### config.mk
export PLATFORM = sky130hd
export DESIGN_NAME = jk_excitation_driver
export DESIGN_NICKNAME = d
export VERILOG_FILES = /design/src/rtl/jk_excitation_driver.sv
export SDC_FILE = /design/constraint.sdc
export NUM_CORES = 1
export LEC_CHECK = 0
export ABC_AREA = 1
export CAP_MARGIN = 40
export CELL_PAD_IN_SITES_DETAIL_PLACEMENT = 0
export CELL_PAD_IN_SITES_GLOBAL_PLACEMENT = 1
export CORE_MARGIN = 1.5
export CORE_UTILIZATION = 39
export DETAILED_ROUTE_END_ITERATION = 16
export DONT_BUFFER_PORTS = 1
export GPL_TIMING_DRIVEN = 0
export PLACE_DENSITY = 0.8
export SLEW_MARGIN = 0
export SYNTH_ARGS = -nofsm -noshare
export SYNTH_HDL_FRONTEND = slang
export SYNTH_HIERARCHICAL = 1
export SYNTH_SLANG_ARGS = --single-unit
export TNS_END_PERCENT = 50
### constraint.sdc
create_clock -name clk -period 1.4 [get_ports clk]
set_clock_uncertainty 0.15 [all_clocks]
set_input_delay 0.28 -clock clk [delete_from_list [all_inputs] [get_ports clk]]
set_output_delay 0.28 -clock clk [all_outputs]
set_load 0.03 [all_outputs]
### src/rtl/jk_excitation_driver.sv
// jk_excitation_driver
//   Converts requested target words into J/K excitation commands for a bank
//   of WIDTH master-slave JK flip-flops. It keeps an internal model of the
//   bank's present value and issues J/K only for bits that must change. It
//   holds the commands for SETTLE_CYC cycles, then spends one CHECK cycle
//   before it accepts the next target.
//
//   Optional feature macro: JKX_FB_CHECK_EN
//     defined   : CHECK compares q_fb to the model; a mismatch sets sticky err.
//     undefined : q_fb is ignored and err stays 0. Timing is identical.
//
// Ports
//   clk        in   clock, rising edge
//   rst        in   synchronous active-high reset
//   tgt_valid  in   target word offered
//   tgt_data   in   [WIDTH] requested bank value
//   tgt_ready  out  high only in IDLE
//   j, k       out  [WIDTH] registered J/K commands (k all-ones clears bank in CLR)
//   q_fb       in   [WIDTH] bank Q feedback, sampled in CHECK
//   done       out  one-cycle pulse in CHECK
//   err        out  sticky feedback-mismatch flag

// Per-bit excitation: only move bits that differ. Don't-cares resolve to 0,
// so J=K=1 (toggle) is never produced.
module jk_excite_lane (
  input  logic m_i,
  input  logic t_i,
  output logic j_o,
  output logic k_o
);
  assign j_o = ~m_i &  t_i;
  assign k_o =  m_i & ~t_i;
endmodule

module jk_excitation_driver #(
  parameter int WIDTH      = 4,
  parameter int SETTLE_CYC = 2
) (
  input  logic             clk,
  input  logic             rst,
  input  logic             tgt_valid,
  input  logic [WIDTH-1:0] tgt_data,
  output logic             tgt_ready,
  output logic [WIDTH-1:0] j,
  output logic [WIDTH-1:0] k,
  input  logic [WIDTH-1:0] q_fb,
  output logic             done,
  output logic             err
);

  localparam int CW = $clog2(SETTLE_CYC + 1);

  typedef enum logic [1:0] {S_CLR, S_IDLE, S_DRIVE, S_CHECK} state_e;

  state_e           state_q;
  logic [WIDTH-1:0] model_q, tgt_q, j_q, k_q;
  logic [CW-1:0]    cnt_q;
  logic             done_q, err_q, rdy_q;

  logic [WIDTH-1:0] exc_j_d, exc_k_d;
  logic             mismatch_d;

  // Excitation is computed straight from the offered word so it can be
  // registered on the accept edge.
  for (genvar b = 0; b < WIDTH; b++) begin : g_lane
    jk_excite_lane u_lane (
      .m_i (model_q[b]),
      .t_i (tgt_data[b]),
      .j_o (exc_j_d[b]),
      .k_o (exc_k_d[b])
    );
  end

`ifdef JKX_FB_CHECK_EN
  assign mismatch_d = (q_fb != model_q);
`else
  logic unused_q_fb;
  assign unused_q_fb = ^q_fb;
  assign mismatch_d  = 1'b0;
`endif

  always_ff @(posedge clk) begin
    if (rst) begin
      state_q <= S_CLR;
      model_q <= '0;
      tgt_q   <= '0;
      j_q     <= '0;
      k_q     <= '1;      // drive the whole bank to 0 while clearing
      cnt_q   <= '0;
      done_q  <= 1'b0;
      err_q   <= 1'b0;
      rdy_q   <= 1'b0;
    end else begin
      case (state_q)
        S_CLR: begin
          j_q     <= '0;
          k_q     <= '0;
          rdy_q   <= 1'b1;
          state_q <= S_IDLE;
        end
        S_IDLE: begin
          if (tgt_valid && rdy_q) begin
            tgt_q   <= tgt_data;
            j_q     <= exc_j_d;
            k_q     <= exc_k_d;
            cnt_q   <= CW'(SETTLE_CYC - 1);
            rdy_q   <= 1'b0;
            state_q <= S_DRIVE;
          end
        end
        S_DRIVE: begin
          if (cnt_q == '0) begin
            j_q     <= '0;
            k_q     <= '0;
            model_q <= tgt_q;
            done_q  <= 1'b1;
            state_q <= S_CHECK;
          end else begin
            cnt_q <= cnt_q - CW'(1);
          end
        end
        S_CHECK: begin
          // model_q already holds the new target, and the bank has had the
          // settle window plus one cycle to move master->slave.
          if (mismatch_d) err_q <= 1'b1;
          done_q  <= 1'b0;
          rdy_q   <= 1'b1;
          state_q <= S_IDLE;
        end
        default: state_q <= S_CLR;
      endcase
    end
  end

  assign tgt_ready = rdy_q;
  assign j         = j_q;
  assign k         = k_q;
  assign done      = done_q;
  assign err       = err_q;

endmodule

==> reports/metrics.yaml <==
synth_area_leaders: "dfxtp_1 43%, nand2_1 11%, inv_1 8.7%"
arrival_ns: 1.44
hold_depth: 2
fill_cells: 260
slowest_stage: "dfxtp_4"
period_needed_ns: 1.35
yosysTopAreaCell: "dfxtp_1"
slowest_delay_ns: 0.39
routedWlPerCell_microns: 12.5
drive_gt1_frac: 0.201
core_area_sq_mm: 0.00250
numPortBuffers: 0
worstPathRequired_ns: 1.48
syn2layout_area_growth_pct: 24.2
worstSetupEndpointType: "flip-flop"
grt_pass1_vias: 837
cts_max_level: 1
avgViaCountPerCell: 4.90
worst-path-max-fanout: 5
grt_max_degree: 13
hold-worst-slack_ns: 0.00613
grt-ovfl-total: 0
dp.cells: 170
rsz0062_at_grt: "yes"
synth_cell_type_count: 20
drt_iter0_drc: 10
num_rows: 18
pre_cts_ws_ns: -0.105
synthArstFlopShare: 0
nNetsFinal: 170
clockRootBuffer: "clkbuf_4"
ys_ff_latch: 22
status: "finished clean"
post_synth.cell_area_avg_sq_um: 7.39
yosysSeqAreaShare: 0.426
drv_slew: 0
routed_wl_microns: 2290
cts_tree: "done"
maxCapViolations: 0
syn_nets: 155
ant_nets: 0
clkSinkCount: 22
p_leak_nw: 0.581
peakVddDrop_v: 0.00129
clk_latency_ns: 0.31
hp-class: "in2reg"
startpoint_type: "flip-flop"
cts_inserted_buffers: 3
num_vias: 901
stdcell_count: 184
synth-edff-count: 0
antenna_found_initial: 0
ys.warnings.count: 6
netlist_area_sq_mm: 0.00103
fmaxAchievable_ghz: 0.739
finalSetupViolations: 0
postLayoutCoreUtil: 0.514
synth_top_flop_cell: "dfxtp_1"
clkTransAtPathRegs_ns: 0.11
hold_violations: 0
initial_utilization: 0.414
firstDrtPassIters: 3
synth_cells: 140
die_h_microns: 54.5
grt_pass1_wl_microns: 3680
power_density_mw_per_mm2: 2010
die_w_microns: 54.5
tns_ns: 0
ios: 22
path_cells: "inv_4 -> ha_4 -> buf_8 -> buf_12 -> nand3_4 -> nand2_1 -> a21oi_1"
gp_congestion: 0.754
r2r_slack_ns: 0.05
setup_slack_ns: 0.0460
ctsLongestPathBuffers: 2
antenna_cells: 0
synth_top_area_share: 0.426
r2r-start: "state_q[1]"
rr_worst_depth: 7
critPathKind: "reg2reg"
dieArea_sq_mm: 0.00297
worstHoldStart: "tgt_data[3]"
fin_crit_sh: 0.967
drc_errors: 0
hold_end: "tgt_q[3]"
regToRegEndpoint: "tgt_ready"
hpwlAfterDp_microns: 1510
grt_usage: 0.177
[cell families (layout without fill, tap and decap cells)]
group           Yosys count  after routing  share of synthesized area
other cells               1              1                    0.00362
flops                    22             22                      0.426
compound gates           25             25                      0.121
buf+inv                  30             42                      0.126
simple gates             58             60                      0.276
fa+ha+maj                 4              4                     0.0484
[area by class of cell]
class                      instances  area, sq um  share of cell area
multi-input combinational         90          534               0.416
sequential                        22          453               0.352
inverter                          27          106              0.0828
timing repair buffer               8         87.6              0.0682
tap                               30         37.5              0.0292
clock buffer                       4         36.3              0.0282
buffer                             3         30.0              0.0234
[cell usage after synthesis, types with 4 or more instances]
master and instances:
nor2_1 12, inv_1 24, o21ai_0 7, nand4_1 5, ha_1 4, nand2_1 29
nand3_1 5, a21oi_1 16, dfxtp_1 22
[flip-flops by register name (all words and copies together) (netlist names)]
| register | cells |
|---|---|
| k | 4 |
| state_q | 2 |
| done | 1 |
| tgt_ready | 1 |
| model_q | 4 |
| cnt_q | 2 |
| j | 4 |
| tgt_q | 4 |
[metrics by stage]
stage	instance area, sq um	power [mW]
after CTS	1210	2.42
after detailed placement	1070	1.94
after global routing	1280	2.80
final	1280	2.59
after global placement	1070	1.92
after floorplan	1030	1.77
[how the worst max path moves through the flow]
stage / from / cells past startpoint / endpoint
4_1_cts: state_q[1] / 9 / cnt_q[1]
5_1_grt: state_q[1] / 7 / k[0]
6_report: state_q[1] / 7 / tgt_ready
2_1_floorplan: state_q[1] / 7 / k[0]
3_5_place_dp: state_q[0] / 7 / k[0]
3_3_place_gp: state_q[0] / 7 / k[2]
[layout by cell type (no fill, tap or decap), types with 4 or more instances in the layout]
cell type       n
inv_2           4
nand3_1         5
a21oi_1        16
nand2_1        29
nor2_1         12
o21ai_1         5
nand4_1         5
o21ai_0         4
dlygate4sd3_1   6
inv_1          21
dfxtp_1        18
[routing by layer]
metal / track usage / share of wire / wire length [microns] / vias to the layer above
li1: - / - / - / 474
met1: 0.237 / 0.49 / 1120 / 410
met2: 0.275 / 0.45 / 1040 / 13
met3: 0.0301 / 0.043 / 99 / 4
met4: 0.0875 / 0.015 / 34 / 0
met5: 0 / 0 / 0 / -
[critical path, delay by kind of cell, from the launching register on]
family	cells	cell delay, ns
flops	1	0.39
fa+ha+maj	1	0.15
simple gates	2	0.16
compound gates	1	0.13
buf+inv	3	0.30
[power breakdown]
group          total, mW  switching, mW  internal [mW]
Sequential          1.14          0.307          0.831
Clock              0.351          0.192          0.159
Combinational       1.10          0.641          0.457
[timing repair]
item / in CTS / in global routing
setup endpoints to repair: 13 / 21
hold buffers: 6 / 0
pin swaps: 4 / 7
endpoints found under the hold margin: 12 / 0
gates cloned: 2 / 0
resized for setup: 10 / 16
setup buffers: 0 / 2
Note: power is estimated with default switching activity, not from simulation.
